`config.mk`:
```
export PLATFORM = sky130hd
export DESIGN_NAME = clock_divider_prog
export DESIGN_NICKNAME = d
export VERILOG_FILES = /design/src/rtl/clock_divider_prog.sv
export SDC_FILE = /design/constraint.sdc
export NUM_CORES = 1
export LEC_CHECK = 0
export ABC_AREA = 1
export CORE_MARGIN = 1.5
export CORE_UTILIZATION = 35
export DETAILED_ROUTE_END_ITERATION = 10
export PLACE_DENSITY_LB_ADDON = 0.1
export SKIP_CTS_REPAIR_TIMING = 1
export SLEW_MARGIN = 20
export SYNTH_ARGS = -nofsm -noshare
export SYNTH_HDL_FRONTEND = slang
export SYNTH_SLANG_ARGS = --single-unit
```
`constraint.sdc`:
```
create_clock -name clock -period 6.1 [get_ports clock]
set_clock_uncertainty 0.2 [all_clocks]
set_input_delay 1.83 -clock clock [delete_from_list [all_inputs] [get_ports clock]]
set_output_delay 1.83 -clock clock [all_outputs]
set_load 0.005 [all_outputs]
```
`src/rtl/clock_divider_prog.sv`:
```
// Runtime-programmable clock divider with a square-wave output,
// a period tick, and divisor changes deferred to period boundaries.
module clock_divider_prog #(
  parameter int WIDTH       = 28,
  parameter int DEFAULT_DIV = 50000000
) (
  input  logic             clock,
  input  logic             reset,
  input  logic             enable,
  input  logic             div_load,
  input  logic [WIDTH-1:0] div_value,
  output logic             new_clock,
  output logic             tick,
  output logic             div_err,
  output logic [WIDTH-1:0] div_active
);

  localparam logic [WIDTH-1:0] DEF = WIDTH'(DEFAULT_DIV);
  localparam logic [WIDTH-1:0] ONE = WIDTH'(1);
  localparam logic [WIDTH-1:0] TWO = WIDTH'(2);

  logic [WIDTH-1:0] counter;
  logic [WIDTH-1:0] active_div;
  logic [WIDTH-1:0] pending_div;
  logic             pending_valid;
  logic             wrap;
  logic             load_ok;
  logic             load_bad;

  // End-of-period detection and load qualification.
  always_comb begin
    wrap     = (counter >= active_div - ONE);
    load_ok  = div_load && (div_value >= TWO);
    load_bad = div_load && (div_value < TWO);
  end

  // Counter, wave, tick, and double-buffered divisor update.
  always_ff @(posedge clock) begin
    if (reset) begin
      counter       <= '0;
      active_div    <= DEF;
      pending_div   <= DEF;
      pending_valid <= 1'b0;
      new_clock     <= 1'b0;
      tick          <= 1'b0;
      div_err       <= 1'b0;
    end else begin
      div_err <= load_bad;
      if (enable) begin
        new_clock <= (counter < (active_div >> 1));
        tick      <= (counter == '0);
        if (wrap) begin
          counter       <= '0;
          pending_valid <= 1'b0;
          if (load_ok) begin
            active_div <= div_value;
          end else if (pending_valid) begin
            active_div <= pending_div;
          end
        end else begin
          counter <= counter + ONE;
          if (load_ok) begin
            pending_div   <= div_value;
            pending_valid <= 1'b1;
          end
        end
      end else begin
        tick <= 1'b0;
        if (load_ok) begin
          pending_div   <= div_value;
          pending_valid <= 1'b1;
        end
      end
    end
  end

  assign div_active = active_div;

endmodule
```
==> results.py, run 1 <==
metrics = {
    "setup_path": {
        "critPathSlowestCell": "nand3_4",
        "critPathMaxFanout": 43,
        "rr_worst_depth": 19,
        "r2r-end": "counter[0]",
        "crit_chain": "inv_1 -> nand2_1 -> nor3_1 -> nand4_1 -> nor2_1 -> nand3_1 -> xor2_1 -> ha_1 -> nand2_1 -> nand2_1 -> nand2_1 -> nand2_1 -> nand2_1 -> nand2_1 -> nor2_2 -> nand3_4 -> nand2_4 -> nand2_2 -> a21oi_1",
        "slowest_delay_ps": 410,
        "r2r_start": "div_active[7]",
        "critPathCaptureType": "flop",
        "crit_path_start_kind": "flop",
        "reg2reg_slack_ps": 1830,
        "crit_start": "div_active[7]",
        "worst_ep_required_time_ps": 6170,
        "cp.arrival_ps": 4340,
        "worstSetupPathType": "reg -> reg",
        "cp_common_cell": "nand2_1",
    },
    "timing": {
        "rsz0062_at_grt": "no",
        "hold_slack_ps": 265,
        "maxSlewViolCount": 0,
        "setup_viol": 0,
        "fmax_mhz": 234,
        "finalCriticalPeriod_ps": 4270,
        "hold_violations": 0,
        "period_share": 0.700,
        "tightest_slew_ps": 729,
        "fin_tns_setup_ps": 0,
        "maxSlewHeadroom": 0.514,
        "setup_ws_ps": 1830,
    },
    "synthesis": {
        "synth_ff_type": "dfxtp_1",
        "yosys.area.top_type": "dfxtp_1",
        "synth_area_um2": 6490,
        "syn_nets": 1115,
        "yosysMostFrequentCell": "nand2_1",
        "synth.distinct_cells": 39,
        "yosys.area.top_type_share": 0.272,
        "yosysWarnings": 0,
        "synthTopCellsByArea": "dfxtp_1 27%, nand2_1 15%, ha_1 11%",
        "async_reset_ff_frac": 0,
        "synth-edff-count": 0,
        "yosys_register_bits": 88,
        "yosysSeqAreaShare": 0.272,
        "synth_area_per_cell_um2": 6.32,
        "synthTopCellsByCount": "262 x nand2_1, 149 x inv_1, 140 x nand3_1, 120 x nor2_1, 88 x dfxtp_1",
        "synth_cells": 1026,
    },
    "place": {
        "place_ws_ps": 1680,
        "hpwlAfterDp_um": 14100,
        "numPortBuffers": 62,
        "gp_congestion": 0.816,
    },
    "power_and_ir_drop": {
        "internal_power_mw": 0.940,
        "p_sw_frac": 0.259,
        "p_switching_mw": 0.329,
        "powerDensity_nw_per_um2": 169,
        "power_leakage_nw": 3.73,
        "p_comb_frac": 0.100,
        "ir_drop_mv": 0.126,
        "power_frac_seq": 0.470,
        "p_clk_frac": 0.430,
    },
    "detailed_routing": {
        "routed_wl_um": 18500,
        "drtAntennaViolNets": 0,
        "via_per_inst": 4.79,
        "first_pass_iters": 7,
        "wl_per_cell_um": 14.2,
        "vias": 6223,
        "drt_iter0_drc": 344,
        "drc": 2,
    },
    "final_layout": {
        "utilization": 0.415,
        "layout.nets": 1155,
        "final_layout_size_suffix_gt1_frac": 0.0392,
        "area_growth_pct": 15.8,
        "n_antenna_cell": 0,
    },
    "cts": {
        "clk_pin_slew_ps": 70,
        "cts_sinks": 88,
        "cts_tree": "yes",
        "clockRootBuffer": "clkbuf_16",
        "cts_max_path_buffers": 2,
        "cts_buffers": 9,
        "htreeDepth": 3,
        "clk_latency_ps": 350,
    },
    "floorplan": {
        "row_count": 49,
        "ios": 63,
        "dieHeight_um": 139,
        "die-area_um2": 19400,
        "dieWidth_um": 139,
        "initial_core_util": 0.359,
        "core-area_um2": 18100,
    },
    "grt": {
        "grtUsageTotal": 0.199,
        "antenna_found_initial": 0,
        "grt_max_degree": 65,
        "grt_pass1_wl_um": 30700,
        "grt_remaining_overflow": 0,
        "first_global_vias": 5796,
    },
    "worst_hold_path": {
        "hold_class": "reg -> reg",
        "min_path_cells": 2,
        "hold_path.startpoint": "new_clock",
        "worstHoldEndpoint": "new_clock",
    },
    "flow_run": {
        "cap_violations": 0,
    },
    "outcome": {
        "status": "finished with violations",
        "violations": "design-rule violations",
    },
}
cell families after synthesis:
| group | Yosys count | share of synthesized area |
|---|---|---|
| flops | 88 | 0.272 |
| buf+inv | 191 | 0.119 |
| fa+ha+maj | 57 | 0.110 |
| compound gates | 76 | 0.0625 |
| xor+xnor | 33 | 0.0446 |
| simple gates | 581 | 0.392 |
registers in the layout, indices dropped and copies added (netlist names):
signal / cells
new_clock: 1
pending_div: 28
counter: 28
div_active: 28
div_err: 1
pending_valid: 1
tick: 1
power groups by stage:
stage | Sequential (mW) | Clock [mW] | Combinational, mW
global placement | 0.609 | 0 | 0.128
finish | 0.597 | 0.546 | 0.126
global route | 0.598 | 0.587 | 0.145
floorplan | 0.608 | 0 | 0.0828
detailed placement | 0.610 | 0 | 0.127
CTS | 0.596 | 0.567 | 0.128
how the worst max path moves through the flow:
stage                    endpoint  cells after the start
floorplan             counter[11]                      8
global placement    div_active[6]                     12
detailed placement  div_active[9]                     12
CTS                 pending_valid                     15
global route           counter[0]                     17
finish                 counter[0]                     19
critical path: cells and delay by family, from the launching register on:
kind	cells	cell delay, ps
AO/OA/AOI/OAI	1	210
XOR/XNOR	1	180
adder cells (fa/ha/maj)	1	310
buffers and inverters	1	200
flip-flops	1	330
AND/OR/NAND/NOR	15	2750
cells in the final DEF (no fill, tap or decap), types with 10 or more instances in the layout:
cell / count
nor2_1: 120
nand3_1: 140
dfxtp_1: 88
nor3_1: 15
xor2_1: 32
clkdlybuf4s50_1: 61
nand2_1: 262
nand4_1: 19
inv_1: 148
o21ai_0: 10
a21oi_1: 59
ha_1: 57
final cells by class:
class / instances / area, um2
fill: 1983 / 10600
multi-input combinational: 747 / 3950
sequential: 88 / 1760
timing repair buffer: 68 / 661
inverter: 152 / 571
tap: 229 / 287
clock buffer: 13 / 260
clock inverter: 3 / 23.8
layer usage:
layer,wire [um],GRT usage
met3,582,0.0352
met5,0,0
met4,346,0.0582
met1,8940,0.267
met2,8610,0.327
stage by stage:
| stage | instance area [um2] | std cells | total power [mW] |
|---|---|---|---|
| 6_report | 7510 | 1300 | 1.27 |
| 5_1_grt | 7510 | 1300 | 1.33 |
| 4_1_cts | 7510 | 1300 | 1.29 |
| 3_5_place_dp | 7230 | 1284 | 0.737 |
| 3_3_place_gp | 7230 | 1284 | 0.738 |
| 2_1_floorplan | 6490 | 1026 | 0.691 |
Note: power is estimated with default switching activity, not from simulation.
==> inputs of run 2 (changes only) <==
==> constraint.sdc (replaced) <==
create_clock -name clock -period 3.9 [get_ports clock]
set_clock_uncertainty 0.2 [all_clocks]
set_input_delay 1.17 -clock clock [delete_from_list [all_inputs] [get_ports clock]]
set_output_delay 1.17 -clock clock [all_outputs]
set_load 0.005 [all_outputs]
==> run 2 against run 1 <==
  * The run still ends with design-rule violations left
  * Hold slack better by 8.0 ps
  * Cell area is 3.3% higher
  * Maximum frequency is 20% higher
  * Power is 66% higher
  * Die area stayed put
==> results.py, run 2 (same netlist as run 1, synthesis figures left out) <==
metrics = {
    "outcome": {
        "status": "finished with violations",
        "violations": "design-rule violations",
    },
    "timing": {
        "rsz0062_at_grt": "no",
        "finalCriticalPeriod_ps": 3570,
        "fin_tns_setup_ps": 0,
        "maxSlewViolCount": 0,
        "tightest_slew_ps": 548,
        "period_share": 0.915,
        "hold_violations": 0,
        "fmax_mhz": 280,
        "setup_viol": 0,
        "maxSlewHeadroom": 0.635,
    },
    "detailed_routing": {
        "routed_wl_um": 19000,
        "wl_per_cell_um": 14.4,
        "via_per_inst": 4.78,
        "vias": 6312,
        "first_pass_iters": 8,
        "drc": 2,
        "drtAntennaViolNets": 0,
        "drt_iter0_drc": 312,
    },
    "setup_path": {
        "crit_path_start_kind": "flop",
        "crit_chain": "inv_1 -> ha_2 -> nand3_1 -> nor2_4 -> nand2_1 -> nor2_4 -> nand2_2 -> nor2_4 -> nand4_1 -> xor2_1 -> ha_1 -> nand2_1 -> nor2_2 -> nand2_1 -> nor3b_2 -> nand2_1 -> nand3_4 -> nand2_4 -> nand2_4 -> buf_12 -> nor2_1",
        "critPathSlowestCell": "dfxtp_1",
        "r2r_start": "div_active[0]",
        "cp.arrival_ps": 3610,
        "worst_ep_required_time_ps": 3940,
        "slowest_delay_ps": 330,
        "worstSetupPathType": "reg -> reg",
        "reg2reg_slack_ps": 330,
        "r2r-end": "counter[23]",
        "rr_worst_depth": 21,
        "cp_common_cell": "nand2_1",
        "critPathMaxFanout": 20,
        "critPathCaptureType": "flop",
        "crit_start": "div_active[0]",
    },
    "cts": {
        "clockRootBuffer": "clkbuf_16",
        "htreeDepth": 3,
        "clk_latency_ps": 350,
        "cts_sinks": 88,
        "cts_tree": "yes",
        "cts_max_path_buffers": 2,
        "clk_pin_slew_ps": 60,
        "cts_buffers": 9,
    },
    "floorplan": {
        "dieHeight_um": 139,
        "core-area_um2": 18100,
        "row_count": 49,
        "die-area_um2": 19400,
        "ios": 63,
        "dieWidth_um": 139,
        "initial_core_util": 0.359,
    },
    "place": {
        "numPortBuffers": 62,
        "hpwlAfterDp_um": 14800,
        "gp_congestion": 0.803,
        "placedCellCount": 1301,
    },
    "power_and_ir_drop": {
        "power_leakage_nw": 3.87,
        "powerDensity_nw_per_um2": 271,
        "ir_drop_mv": 0.244,
    },
    "grt": {
        "grt_max_degree": 49,
        "first_global_vias": 6005,
        "grtUsageTotal": 0.202,
        "antenna_found_initial": 0,
        "grt_pass1_wl_um": 31100,
        "grt_remaining_overflow": 0,
    },
    "worst_hold_path": {
        "min_path_cells": 2,
        "worstHoldEndpoint": "new_clock",
        "hold_class": "reg -> reg",
        "hold_path.startpoint": "new_clock",
    },
    "final_layout": {
        "seqCellArea_um2": 1760,
        "layout_commonest_cell": "nand2_1",
        "fillers": 1939,
        "final_cell_mix": "261 x nand2_1, 148 x inv_1, 140 x nand3_1",
        "n_antenna_cell": 0,
        "final_layout_size_suffix_gt1_frac": 0.0596,
        "layout.nets": 1175,
        "layoutNonFillerInstCount": 1320,
        "utilization": 0.429,
        "area_growth_pct": 19.7,
        "multiInputGateArea_um2": 3970,
    },
    "flow_run": {
        "cap_violations": 0,
    },
}
## run 2: cell types whose count changed in the layout (fill, tap and decap cells not counted), sizes merged
cell	before	now
buf	7	27
bufinv	0	2
clkinv	1	3
clkinvlp	2	0
clkbuf	13	12
inv	152	151
## run 2: where the power goes
group / switching [mW] / total, mW / internal, mW
Clock: 0.381 / 0.963 / 0.583
Combinational: 0.124 / 0.205 / 0.0816
Sequential: 0.00999 / 0.933 / 0.923
Total: 0.514 / 2.10 / 1.59
## run 2: layout make-up
| class | instances | share of cell area |
|---|---|---|
| timing repair buffer | 88 | 0.110 |
| inverter | 152 | 0.0735 |
| tap | 229 | 0.0369 |
| sequential | 88 | 0.227 |
| clock inverter | 4 | 0.00999 |
| multi-input combinational | 747 | 0.511 |
| clock buffer | 12 | 0.0317 |
## run 2: through the flow
step / worst slack, ps / hold WS (ps) / cell area [um2] / power, mW
after floorplan: 786 / 255 / 6490 / 1.08
after global placement: 171 / 259 / 7390 / 1.16
after detailed placement: 174 / 264 / 7390 / 1.16
after CTS: 151 / 274 / 7720 / 2.13
after global routing: 1.16 / 294 / 7760 / 2.19
final: 331 / 273 / 7760 / 2.10
## run 2: worst max path at each step
| stage | to | slack (ps) |
|---|---|---|
| final | counter[23] | 330 |
| after global routing | pending_div[3] | 1 |
| after CTS | div_active[7] | 150 |
| after detailed placement | div_active[14] | 170 |
| after global placement | div_active[25] | 170 |
| after floorplan | counter[10] | 790 |
## run 2: critical path, delay by kind of cell (launching register included)
kind / cells / cell delay [ps]
and+or+nand+nor: 16 / 2000
adders and majority gates: 2 / 490
DFF: 1 / 330
buffers and inverters: 2 / 280
xor gates and xnor gates: 1 / 160
## run 2: metal layers
| layer | part of all wire | global-route usage | wire (um) | vias up |
|---|---|---|---|---|
| met1 | 0.49 | 0.269 | 9260 | 2816 |
| met5 | 0 | 0 | 0 | - |
| met4 | 0.0075 | 0.0442 | 143 | 0 |
| met3 | 0.031 | 0.0307 | 590 | 10 |
| met2 | 0.47 | 0.345 | 9020 | 96 |
| li1 | - | - | - | 3390 |
==> inputs of run 3 (changes only) <==
--- a/config.mk
+++ b/config.mk
@@ -5,10 +5,10 @@
 export SDC_FILE = /design/constraint.sdc
 export NUM_CORES = 1
 export LEC_CHECK = 0
-export ABC_AREA = 1
 export CORE_MARGIN = 1.5
-export CORE_UTILIZATION = 35
+export CORE_UTILIZATION = 50
 export DETAILED_ROUTE_END_ITERATION = 10
+export MAX_ROUTING_LAYER = met4
 export PLACE_DENSITY_LB_ADDON = 0.1
 export SKIP_CTS_REPAIR_TIMING = 1
 export SLEW_MARGIN = 20
==> run 3 against run 2 <==
  * Hold slack got worse by 16 ps
  * Utilization rose by 21 points
  * Sequential share of layout area rose by 1.5 points
  * Sequential cell count did not move
  * Power fell by 4.7%
  * Clock-buffer cell count fell by 2
  * First-iteration DRC count rose by 9.0%
  * Synthesized area fell by 9.7%
  * Synthesized cell count fell by 33%
  * Maximum frequency fell by 10%
  * Largest cell class unchanged
  * The flow finishes with violations (negative setup slack)
  * Via count fell by 19%
==> results.py, run 3 <==
metrics = {
    "outcome": {
        "violations": "negative setup slack",
        "status": "finished with violations",
    },
    "setup_path": {
        "cp.arrival_ps": 4010,
        "reg2reg_slack_ps": -70,
        "r2r-end": "div_active[16]",
        "rr_worst_depth": 13,
        "worst_ep_required_time_ps": 3940,
        "r2r_start": "div_active[13]",
        "critPathMaxFanout": 23,
        "critPathCaptureType": "flop",
        "worstSetupPathType": "reg -> reg",
        "crit_path_start_kind": "flop",
    },
    "grt": {
        "first_global_vias": 4972,
        "antenna_found_initial": 0,
        "grtUsageTotal": 0.261,
        "grt_pass1_wl_um": 25100,
        "grt_max_degree": 53,
        "grt_remaining_overflow": 0,
    },
    "place": {
        "gp_congestion": 0.919,
        "hpwlAfterDp_um": 12000,
        "numPortBuffers": 62,
        "place_ws_ps": -154,
    },
    "final_layout": {
        "layout_commonest_cell": "nor2_1",
        "area_growth_pct": 24.3,
        "multiInputGateArea_um2": 3870,
        "fillers": 1011,
        "n_antenna_cell": 0,
        "final_cell_mix": "124 x nor2_1, 87 x dfxtp_1, 65 x nand2_1",
        "seqCellArea_um2": 1760,
        "layout.nets": 865,
        "final_layout_size_suffix_gt1_frac": 0.144,
    },
    "detailed_routing": {
        "drt_iter0_drc": 340,
        "drtAntennaViolNets": 0,
        "via_per_inst": 5.54,
        "top_layer_used": "met4",
        "wl_per_cell_um": 17.0,
        "dr_wl_met2_um": 7510,
        "routed_wl_um": 15600,
        "first_pass_iters": 5,
        "drc": 0,
        "wl_met1_um": 7250,
        "vias": 5106,
        "wl_met3_um": 605,
    },
    "worst_hold_path": {
        "hold_path.startpoint": "pending_div[5]",
        "hold_class": "reg -> reg",
        "min_path_cells": 2,
        "worstHoldEndpoint": "pending_div[5]",
    },
    "timing": {
        "finalCriticalPeriod_ps": 3970,
        "hold_slack_ps": 258,
        "fmax_mhz": 252,
        "setup_ws_ps": -71.2,
        "maxSlewViolCount": 0,
        "tightest_slew_ps": 525,
        "maxSlewHeadroom": 0.650,
        "rsz0062_at_grt": "yes",
        "setup_viol": 25,
        "period_share": 1.02,
        "hold_violations": 0,
    },
    "floorplan": {
        "dieHeight_um": 111,
        "die-area_um2": 12400,
        "initial_core_util": 0.513,
        "core-area_um2": 11400,
        "row_count": 39,
        "dieWidth_um": 111,
        "ios": 63,
    },
    "cts": {
        "cts_sinks": 88,
        "clockRootBuffer": "clkbuf_16",
        "htreeDepth": 3,
        "cts_max_path_buffers": 2,
        "cts_tree": "yes",
        "clk_latency_ps": 350,
        "clk_pin_slew_ps": 70,
        "cts_buffers": 9,
    },
    "synthesis": {
        "yosys.area.top_type": "dfxtp_1",
        "synthTopCellsByCount": "126 x nor2_1, 88 x dfxtp_1, 65 x nand2_1, 57 x ha_1, 55 x mux2i_1",
        "synth_ff_type": "dfxtp_1",
        "syn_nets": 772,
        "synth.distinct_cells": 54,
        "synth_area_um2": 5860,
        "synth_area_per_cell_um2": 8.58,
        "synthTopCellsByArea": "dfxtp_1 30%, ha_1 12%, mux2i_1 9.4%",
        "synth_cells": 683,
        "yosys_register_bits": 88,
        "synth-edff-count": 0,
        "yosysMostFrequentCell": "nor2_1",
        "async_reset_ff_frac": 0,
        "yosysSeqAreaShare": 0.301,
        "yosysWarnings": 0,
        "yosys.area.top_type_share": 0.301,
    },
    "power_and_ir_drop": {
        "p_comb_frac": 0.094,
        "power_leakage_nw": 3.28,
        "internal_power_mw": 1.52,
        "p_sw_frac": 0.239,
        "p_clk_frac": 0.441,
        "powerDensity_nw_per_um2": 275,
        "power_mw": 2.00,
        "power_frac_seq": 0.466,
        "ir_drop_mv": 0.414,
        "p_switching_mw": 0.478,
    },
    "flow_run": {
        "cap_violations": 0,
    },
}
## run 3: cell types whose count changed after synthesis, sizes merged, moves of 12 or more
cell / before / now
mux2i: 0 / 55
inv: 151 / 36
nand3: 141 / 11
a21oi: 60 / 21
buf: 28 / 11
nand2: 266 / 66
a21o: 1 / 13
nor4: 4 / 17
xnor2: 1 / 39
xor2: 32 / 11
mux2: 0 / 26
## run 3: how the worst max path moves through the flow
stage / from / endpoint / slack [ps] / cells past startpoint
2_1_floorplan: div_active[13] / div_active[10] / -130 / 15
3_3_place_gp: div_active[2] / pending_div[20] / -70 / 13
3_5_place_dp: div_active[13] / pending_div[11] / -150 / 13
4_1_cts: div_active[13] / pending_div[11] / -180 / 13
5_1_grt: div_active[13] / div_active[18] / -220 / 13
6_report: div_active[13] / div_active[16] / -70 / 13
## run 3: kinds of logic (layout without fill, tap and decap cells)
kind of cell / after synthesis / count (layout) / synth area share
adder cells (fa/ha/maj): 57 / 57 / 0.122
AND/OR/NAND/NOR: 284 / 284 / 0.230
multiplexers: 81 / 81 / 0.149
XOR/XNOR: 50 / 50 / 0.0747
buffers and inverters: 63 / 159 / 0.0491
flip-flops: 88 / 88 / 0.301
AO/OA/AOI/OAI: 60 / 60 / 0.0752
## run 3: layout make-up
cell class              count  area share
flip-flops and latches     88       0.242
clock inverters             4     0.00756
clock buffers              10      0.0328
well taps                 143      0.0246
inverters                  37      0.0191
multi-input cells         532       0.531
repair buffers            108       0.143
## run 3: worst max-delay path: stages, from the launching register on
cell and delay [ps]:
dfxtp_2 320, or4_4 550, nor4_4 180, nand2_2 80, or4_4 460, xnor2_1 160
ha_1 310, and3_1 220, nand4_4 140, a2111oi_4 240, o21ai_2 100, a221o_1 400
buf_12 180, mux2_4 300
## run 3: metal layers
metal | vias to the layer above | track usage
li1 | 2554 | -
met5 | - | -
met4 | 0 | 0.0743
met3 | 19 | 0.0459
met1 | 2419 | 0.337
met2 | 114 | 0.422
## run 3: stage by stage
| step | util | std cells | setup TNS [ps] | instance area, um2 |
|---|---|---|---|---|
| global placement | 0.604 | 905 | -2990 | 6900 |
| CTS | 0.630 | 919 | -6250 | 7190 |
| finish | 0.638 | 922 | -1070 | 7290 |
| floorplan | - | 683 | -1070 | 5870 |
| global route | 0.638 | 922 | -7540 | 7290 |
| detailed placement | 0.604 | 905 | -5100 | 6900 |
## run 3: power by group through the flow
stage / Combinational (mW) / Clock, mW / Sequential [mW]
floorplan: 0.105 / 0 / 0.950
global placement: 0.175 / 0 / 0.952
detailed placement: 0.179 / 0 / 0.953
CTS: 0.180 / 0.903 / 0.933
global route: 0.204 / 0.931 / 0.935
finish: 0.187 / 0.882 / 0.933
